===== src/rtl/lsu_pkg.sv =====
// Shared constants, state encoding and request checks for the load/store unit.
package lsu_pkg;

  localparam logic [2:0] F3_B  = 3'b000;
  localparam logic [2:0] F3_H  = 3'b001;
  localparam logic [2:0] F3_W  = 3'b010;
  localparam logic [2:0] F3_BU = 3'b100;
  localparam logic [2:0] F3_HU = 3'b101;

  typedef enum logic [2:0] {
    S_IDLE,
    S_RD,
    S_RD_WAIT,
    S_WR,
    S_RESP
  } state_e;

  function automatic logic f3_legal(input logic store, input logic [2:0] f3);
    logic ok;
    if (store) ok = (f3 == F3_B) || (f3 == F3_H) || (f3 == F3_W);
    else       ok = (f3 == F3_B) || (f3 == F3_H) || (f3 == F3_W) ||
                    (f3 == F3_BU) || (f3 == F3_HU);
    return ok;
  endfunction

  function automatic logic misaligned(input logic [2:0] f3, input logic [1:0] off);
    logic bad;
    case (f3)
      F3_H, F3_HU: bad = off[0];
      F3_W:        bad = (off != 2'b00);
      default:     bad = 1'b0;
    endcase
    return bad;
  endfunction

endpackage


===== src/rtl/lsu_lane_align.sv =====
// Little-endian lane extraction/extension for loads and lane merge for sub-word stores.
module lsu_lane_align
  import lsu_pkg::*;
#(
  parameter int XLEN = 32
) (
  input  logic [XLEN-1:0] word,
  input  logic [1:0]      offset,
  input  logic [2:0]      funct3,
  input  logic [XLEN-1:0] store_data,
  output logic [XLEN-1:0] load_data,
  output logic [XLEN-1:0] store_word
);

  logic [XLEN-1:0] shifted;
  logic [XLEN-1:0] repl;
  logic [3:0]      mask;

  always_comb begin
    shifted = word >> {offset, 3'b000};
    case (funct3)
      F3_B:    load_data = {{(XLEN-8){shifted[7]}}, shifted[7:0]};
      F3_BU:   load_data = {{(XLEN-8){1'b0}}, shifted[7:0]};
      F3_H:    load_data = {{(XLEN-16){shifted[15]}}, shifted[15:0]};
      F3_HU:   load_data = {{(XLEN-16){1'b0}}, shifted[15:0]};
      default: load_data = word;
    endcase
  end

  // Replicate the store lane across the word, then pick lanes by byte mask.
  always_comb begin
    case (funct3)
      F3_B: begin
        repl = {4{store_data[7:0]}};
        mask = 4'b0001 << offset;
      end
      F3_H: begin
        repl = {2{store_data[15:0]}};
        mask = 4'b0011 << {offset[1], 1'b0};
      end
      default: begin
        repl = store_data;
        mask = 4'b1111;
      end
    endcase
    store_word = word;
    for (int i = 0; i < 4; i++) begin
      if (mask[i]) store_word[8*i +: 8] = repl[8*i +: 8];
    end
  end

endmodule


===== src/rtl/load_store_unit.sv =====
// Single-outstanding load/store port to a registered-read data RAM; sub-word stores use RMW.
module load_store_unit
  import lsu_pkg::*;
#(
  parameter int RAM_ADDR_WIDTH = 16,
  parameter int XLEN           = 32
) (
  input  logic            clk,
  input  logic            rst_n,
  input  logic            req_valid,
  output logic            req_ready,
  input  logic            req_store,
  input  logic [2:0]      req_funct3,
  input  logic [XLEN-1:0] req_addr,
  input  logic [XLEN-1:0] req_wdata,
  output logic            resp_valid,
  input  logic            resp_ready,
  output logic [XLEN-1:0] resp_rdata,
  output logic            resp_err,
  output logic [XLEN-1:0] ram_addr,
  output logic            ram_we,
  output logic [XLEN-1:0] ram_wdata,
  input  logic [XLEN-1:0] ram_rdata
);

  state_e          state_q, state_d;
  logic            store_q;
  logic [2:0]      f3_q;
  logic [1:0]      off_q;
  logic [XLEN-1:0] sdata_q;
  logic [XLEN-1:0] ram_addr_q;
  logic [XLEN-1:0] ram_wdata_q;
  logic [XLEN-1:0] rdata_q;
  logic            err_q;

  logic            req_fire;
  logic            resp_fire;
  logic            req_err;
  logic            req_sw;
  logic [XLEN-1:0] load_data;
  logic [XLEN-1:0] store_word;

  lsu_lane_align #(
    .XLEN(XLEN)
  ) u_lane_align (
    .word      (ram_rdata),
    .offset    (off_q),
    .funct3    (f3_q),
    .store_data(sdata_q),
    .load_data (load_data),
    .store_word(store_word)
  );

  always_comb begin
    req_ready  = (state_q == S_IDLE);
    resp_valid = (state_q == S_RESP);
    ram_we     = (state_q == S_WR);
    req_fire   = req_valid && req_ready;
    resp_fire  = resp_valid && resp_ready;
    req_sw     = req_store && (req_funct3 == F3_W);
    req_err    = !f3_legal(req_store, req_funct3) ||
                 misaligned(req_funct3, req_addr[1:0]) ||
                 (req_addr[XLEN-1:RAM_ADDR_WIDTH+2] != '0);
  end

  always_comb begin
    state_d = state_q;
    case (state_q)
      S_IDLE: begin
        if (req_valid) begin
          if (req_err)     state_d = S_RESP;
          else if (req_sw) state_d = S_WR;
          else             state_d = S_RD;
        end
      end
      S_RD:      state_d = S_RD_WAIT;
      S_RD_WAIT: state_d = store_q ? S_WR : S_RESP;
      S_WR:      state_d = S_RESP;
      S_RESP:    if (resp_ready) state_d = S_IDLE;
      default:   state_d = S_IDLE;
    endcase
  end

  always_ff @(posedge clk or negedge rst_n) begin
    if (!rst_n) begin
      state_q     <= S_IDLE;
      store_q     <= 1'b0;
      f3_q        <= F3_W;
      off_q       <= 2'b00;
      sdata_q     <= '0;
      ram_addr_q  <= '0;
      ram_wdata_q <= '0;
      rdata_q     <= '0;
      err_q       <= 1'b0;
    end else begin
      state_q <= state_d;
      if (req_fire) begin
        store_q <= req_store;
        f3_q    <= req_funct3;
        off_q   <= req_addr[1:0];
        sdata_q <= req_wdata;
        err_q   <= req_err;
        rdata_q <= '0;
        // Faulting requests never touch the RAM, so its address is left alone.
        if (!req_err) begin
          ram_addr_q <= {req_addr[XLEN-1:2], 2'b00};
          if (req_sw) ram_wdata_q <= req_wdata;
        end
      end else if (state_q == S_RD_WAIT) begin
        if (store_q) ram_wdata_q <= store_word;
        else         rdata_q     <= load_data;
      end else if (resp_fire) begin
        rdata_q <= '0;
        err_q   <= 1'b0;
      end
    end
  end

  assign ram_addr   = ram_addr_q;
  assign ram_wdata  = ram_wdata_q;
  assign resp_rdata = rdata_q;
  assign resp_err   = err_q;

endmodule

===== config.mk =====
export PLATFORM = sky130hd
export DESIGN_NAME = load_store_unit
export DESIGN_NICKNAME = d
export VERILOG_FILES = /design/src/rtl/lsu_pkg.sv /design/src/rtl/lsu_lane_align.sv /design/src/rtl/load_store_unit.sv
export SDC_FILE = /design/constraint.sdc
export NUM_CORES = 1
export LEC_CHECK = 0
export BUFFER_PORTS_ARGS = -buffer_cell sky130_fd_sc_hd__buf_4
export CAP_MARGIN = 20
export CORE_ASPECT_RATIO = 0.9
export CORE_MARGIN = 4
export CORE_UTILIZATION = 47
export DETAILED_ROUTE_END_ITERATION = 8
export PLACE_DENSITY = 0.84
export SLEW_MARGIN = 20
export SYNTH_ARGS = -nofsm -noshare
export SYNTH_HDL_FRONTEND = slang
export SYNTH_SLANG_ARGS = --single-unit
export TNS_END_PERCENT = 1

===== constraint.sdc =====
create_clock -name clk -period 1.9 [get_ports clk]
set_input_delay 0.38 -clock clk [delete_from_list [all_inputs] [get_ports clk]]
set_output_delay 0.38 -clock clk [all_outputs]
set_load 0.1 [all_outputs]

=== Word level (Yosys, flattened, before mapping) ===
Index checks and enable logic that the tools add are counted.

* Bits in registers: 136
* Output and inout port bits: 100

* Equality and inequality tests: 17
* Shifts and indexed selects: 3
* Muxes and demuxes: 27
* Bitwise logic cells: 1
* Reduce and logical (&&, ||, !) cells: 25

{| class="wikitable"
|+ Operators with widths
! operator !! count
|-
| 2-to-1 mux 32 bit || 9
|-
| case mux 32 bit (4 select lines) || 1
|-
| case mux 32 bit (2 select lines) || 1
|-
| 2-to-1 mux 8 bit || 4
|-
| >> shifter 32 x 5 -> 16 bit || 1
|-
| equality test 3 bit (second input constant) || 5
|-
| case mux 3 bit (5 select lines) || 1
|-
| nonzero test 14 bit || 1
|-
| 2-to-1 mux 3 bit || 4
|-
| equality test 3 x 1 -> 1 bit (second input constant) || 3
|-
| equality test 3 x 2 -> 1 bit (second input constant) || 3
|-
| logical NOT 3 bit || 3
|-
| case mux 4 bit (2 select lines) || 1
|-
| AND reduction 2 bit || 4
|-
| nonzero test 2 bit || 4
|-
| logical OR 1 bit || 6
|-
| inequality test 2 bit (second input constant) || 3
|-
| 2-to-1 mux 1 bit || 4
|-
| inequality test 2 x 1 -> 1 bit (second input constant) || 2
|-
| AND reduction 4 bit || 1
|-
| << shifter 1 x 2 -> 4 bit (first input constant) || 1
|-
| << shifter 2 x 2 -> 4 bit (first input constant) || 1
|-
| logical AND 1 bit || 3
|-
| inequality test 3 bit (second input constant) || 1
|-
| 6 further kinds || 6
|}

=== Longest topological paths before layout ===
* Depth in word-level cells: 12
* Mapped depth: 8
* Mapped depth without buffers: 5

=== Cells and area by module ===
Synthesis repeated with hierarchy kept, for this count alone.

* Cell total of the unflattened synthesis: 952
* Area total of the unflattened synthesis: 8450.6 um2

{| class="wikitable"
|+ Modules (own cells, without submodules)
! module !! times used !! cells an instance !! area each (um2) !! sequential area each (um2)
|-
| load_store_unit || 1 || 708 || 6974.2 || 3404.5
|-
| lsu_lane_align || 1 || 244 || 1476.4 || 0.0
|}

=== Worst setup path before layout ===
Ideal clock, no wire load.

* Path kind: register -> register
* From: register state_q[0]
* To: register err_q (netlist: resp_err)
* Data arrival time: 3.176 ns
* Data required time: 1.762 ns
* Slack: -1.414 ns
* Stages on the path, launching flop included: 6
* Path buffers: 1
* Period minus slack after synthesis: 3.314 ns
* Path through: dfrtp_1 buf_2 nor3b_1 nand2_1 nand3_1 o21ai_0

* Word-level cells in the longest chain between the ends: 4
* Elaborated cells on any way between the ends: 9
* Those cells by class: 3 x eq/ne; 1 x mux; 5 x reduce/logical

{| class="wikitable"
|+ Ends and longest elaborated chain
! item !! RTL line !! RTL
|-
| start: declaration || load_store_unit.sv:26 || <nowiki>state_e state_q, state_d;</nowiki>
|-
| start signal: assignment || load_store_unit.sv:96 || <nowiki>state_q <= state_d;</nowiki>
|-
| equality test 3 bit || load_store_unit.sv:56 || <nowiki>resp_valid = (state_q == S_RESP);</nowiki>
|-
| net resp_valid || load_store_unit.sv:16 || <nowiki>output logic resp_valid,</nowiki>
|-
| logical AND 1 bit || load_store_unit.sv:59 || <nowiki>resp_fire = resp_valid && resp_ready;</nowiki>
|-
| nonzero test 2 bit (no source line) || -- ||
|-
| AND reduction 2 bit (no source line) || -- ||
|-
| end signal: assignment || load_store_unit.sv:102 || <nowiki>err_q <= req_err;</nowiki>
|-
| end: declaration || load_store_unit.sv:34 || <nowiki>logic err_q;</nowiki>
|}

The timed path passes the listed nets, and every way through them passes these cells.
A chain may end at the register's enable or synchronous reset.

=== Worst setup path in the final report ===
* From: register off_q[0]
* To: register ram_wdata_q[22] (netlist: ram_wdata[22])

* Word-level cells in the longest chain between the ends: 6

{| class="wikitable"
|+ Ends and longest elaborated chain
! item !! RTL line !! RTL
|-
| start: declaration || load_store_unit.sv:29 || <nowiki>logic [1:0] off_q;</nowiki>
|-
| start signal: assignment || load_store_unit.sv:100 || <nowiki>off_q <= req_addr[1:0];</nowiki>
|-
| << shifter 1 x 2 -> 4 bit || lsu_lane_align.sv:35 || <nowiki>mask = 4'b0001 << offset;</nowiki>
|-
| case mux 4 bit (2 select lines) || lsu_lane_align.sv:32 || <nowiki>case (funct3)</nowiki>
|-
| 2-to-1 mux 8 bit || lsu_lane_align.sv:48 || <nowiki>if (mask[i]) store_word[8*i +: 8] = repl[8*i +: 8];</nowiki>
|-
| 2-to-1 mux 32 bit || load_store_unit.sv:110 || <nowiki>if (store_q) ram_wdata_q <= store_word;</nowiki>
|-
| 2-to-1 mux 32 bit || load_store_unit.sv:109 || <nowiki>end else if (state_q == S_RD_WAIT) begin</nowiki>
|-
| 2-to-1 mux 32 bit || load_store_unit.sv:97 || <nowiki>if (req_fire) begin</nowiki>
|-
| end signal: assignment || load_store_unit.sv:107 || <nowiki>if (req_sw) ram_wdata_q <= req_wdata;</nowiki>
|-
| end signal: assignment || load_store_unit.sv:110 ||
|-
| end: declaration || load_store_unit.sv:32 || <nowiki>logic [XLEN-1:0] ram_wdata_q;</nowiki>
|}

Every way passes these cells. The select of a mux whose other input is x is not followed.

==> results.py <==
metrics = {
    "run_status": {
        "outcome": "complete, but fails checks",
        "violations": "negative setup slack",
    },
    "floorplan": {
        "die_w_um": 133.1,
        "num_rows": 40,
        "core_area_sq_um": 13560,
        "initial_utilization_pct": 48.78,
        "ios": 204,
        "die_y_um": 120.6,
        "dieArea_sq_um": 16040,
    },
    "global_route": {
        "grt_overflow": 0,
        "antenna_found_initial": 0,
        "grt_pass1_vias": 6167,
        "grt_usage_pct": 26.95,
        "grt_pass1_wl_um": 33630,
        "grt_max_degree": 44,
    },
    "sta": {
        "min_period_ps": 1922,
        "fmax_mhz": 520.3,
        "rsz0062_at_grt": "yes",
        "finalSetupViolCount": 2,
        "tns_ps": -30.69,
        "maxSlewViolCount": 0,
        "fin_crit_sh_pct": 101.2,
        "finalWorstSetupSlack_ps": -21.96,
        "worst_pin_slew_ps": 614.3,
        "finClkSkew_ps": 6.904,
        "max_slew_margin_pct": 59.04,
        "hold_viol": 0,
    },
    "layout": {
        "final_cell_area_sq_um": 9344,
        "syn_to_final_growth_pct": 41.23,
        "mostFrequentLayoutCell": "buf_4",
        "final_cells": 1076,
        "fin_nets": 978,
        "antenna_cells": 0,
        "layout_common_cells": "237 x buf_4, 136 x nand2_1, 135 x dfrtp_1",
        "layout-drive-gt1-share_pct": 40.70,
    },
    "worst_setup_path": {
        "rrSetupSlack_ps": -20,
        "reg2reg_from": "off_q[0]",
        "r2r-end": "ram_wdata[22]",
        "path_max_fanout": 8,
        "worstPathArrival_ps": 2220,
        "worstPathRequired_ps": 2200,
        "rr_worst_depth": 5,
        "end_kind": "flop",
        "crit_type": "flop to flop",
        "startpoint_type": "flop",
        "setup.worst_path.end": "ram_wdata[22]",
        "cp-startpoint": "off_q[0]",
    },
    "clock_tree": {
        "cts_tree": "yes",
        "clock_latency_ps": 420,
        "cts_sinks": 136,
        "numCtsBuffers": 17,
        "ctsLongestPathBuffers": 2,
        "htree_levels": 4,
        "clk_pin_slew_ps": 60,
        "cts-root-buf": "clkbuf_16",
    },
    "synthesis": {
        "synth-edff-count": 0,
        "yosysWarnings": 0,
        "syn_area_per_cell_sq_um": 10.24,
        "netlist_instances": 646,
        "yosysSeqAreaShare_pct": 51.46,
        "ys.flop_type": "dfrtp_1",
        "synthArstFlopShare_pct": 100.0,
        "ys_ff_latch": 136,
        "syn_area_sq_um": 6616,
        "synthDistinctLibCells": 49,
    },
    "pwr": {
        "p_clk_share_pct": 34.0,
        "p_int_mw": 7.230,
        "power_leakage_nw": 4.872,
        "power_density_nw_per_um2": 1168,
        "pwr-share-comb_pct": 33.6,
        "vdd_ir_drop_max_v": 0.001273,
        "netSwitchingPower_mw": 3.687,
        "p_total_mw": 10.92,
        "seqPwrFrac_pct": 32.4,
        "switching_share_pct": 33.77,
    },
    "placed_design": {
        "post-dp-hpwl_um": 15500,
        "place_ws_ps": -407.5,
        "dp_cells": 1042,
        "numPortBuffers": 201,
        "placed_area_sq_um": 8611,
        "place_congestion": 0.8734,
    },
    "route": {
        "first_pass_iters": 6,
        "first_iter_violations": 537,
        "detail-route-antenna-nets": 0,
        "finalWirelength_um": 21310,
        "dr_total_vias": 5967,
        "viasPerCell": 5.546,
        "wl_per_cell_um": 19.80,
        "drc": 0,
    },
    "run": {
        "drv_cap": 0,
    },
    "hold_path": {
        "hold_class": "input port to flop",
    },
}
[timing repair]
| item | 4_1_cts | 5_1_grt |
|---|---|---|
| endpoints found under the hold margin | 39 | 0 |
| endpoints found under the setup margin | 7 | 65 |
| buffers inserted | 0 | 1 |
| hold buffers | 1 | 0 |
| pin swaps | 0 | 2 |
| resized for setup | 12 | 6 |
| gates cloned | 0 | 0 |
[cell type report]
class | count | area (sq um)
Clock buffer | 25 | 495.5
Fill cell | 1025 | 4219
Sequential cell | 136 | 3405
Tap cell | 189 | 236.5
Inverter | 7 | 26.28
Clock inverter | 7 | 162.7
Multi-Input combinational cell | 463 | 3035
Timing Repair Buffer | 249 | 1983
[power groups by stage]
stage	Clock [mW]	Sequential, mW	Combinational (mW)
floorplan	0	3.55	2.33
global placement	0	3.55	3.47
detailed placement	0	3.57	3.53
CTS	3.74	3.53	3.62
global route	3.90	3.58	4.01
finish	3.71	3.54	3.67
[flip-flops by register name, indices dropped and copies added (netlist names)]
| signal | cells |
|---|---|
| off_q | 2 |
| ram_wdata | 32 |
| f3_q | 3 |
| sdata_q | 32 |
| resp_err | 1 |
| state_q | 3 |
| ram_addr | 30 |
| store_q | 1 |
| resp_rdata | 32 |
[metal layers]
layer	track usage [%]	part of all wire (%)	vias to the layer above
met1	33.98	39	2831
met4	10.52	2.9	0
li1	-	-	2717
met3	9.318	11	55
met5	0	0	-
met2	42.83	48	364
[cells by family (layout without fill, tap and decap cells)]
| kind of cell | Yosys count | count (layout) | synth area share, % |
|---|---|---|---|
| muxes | 105 | 105 | 17.42 |
| DFF | 136 | 136 | 51.46 |
| AOI/OAI and AO/OA | 149 | 149 | 14.16 |
| other | 1 | 2 | 0.05668 |
| and+or+nand+nor | 207 | 207 | 13.50 |
| buffers and inverters | 48 | 288 | 3.404 |
[worst min path at each step]
| stage | startpoint | endpoint | depth (start not counted) |
|---|---|---|---|
| after CTS | req_wdata[31] | sdata_q[31] | 3 |
| after floorplan | rst_n | f3_q[0] | 0 |
| after detailed placement | rst_n | ram_wdata[3] | 1 |
| final | req_wdata[31] | sdata_q[31] | 3 |
| after global routing | req_wdata[27] | sdata_q[27] | 3 |
| after global placement | rst_n | ram_wdata[3] | 1 |
[cell usage after synthesis (2+ instances only)]
master,number,share of area [%]
mux2_1,3,0.51
mux2i_1,33,5.0
o21ai_1,3,0.23
a22oi_1,7,0.79
buf_6,3,0.51
inv_1,6,0.34
a21oi_1,33,2.5
nor3_1,2,0.15
buf_1,6,0.34
o21ai_2,2,0.26
nor2b_1,19,1.8
mux2_2,68,12
nor2_1,31,1.8
buf_4,3,0.34
nor4_1,4,0.38
a221o_1,16,2.4
nand2b_1,3,0.28
dfrtp_1,135,51
clkbuf_1,20,1.1
nand2_1,136,7.7
buf_2,9,0.68
a22o_1,8,1.1
and2_1,3,0.28
o21ai_0,68,5.1
[through the flow]
step / util [%] / hold WS (ps)
2_1_floorplan: - / 84.41
3_5_place_dp: 63.49 / 334.9
4_1_cts: 68.75 / 151.6
5_1_grt: 68.89 / 156.9
6_report: 68.89 / 160.6
3_3_place_gp: 63.49 / 333.9
[worst max-delay path, stage by stage (launching register included)]
cell     delay [ps]
dfrtp_1         430
nor2b_1         180
o21ai_2         480
mux2i_1         280
o21ai_0         120
mux2_1          300
(Power assumes the default switching activity.)
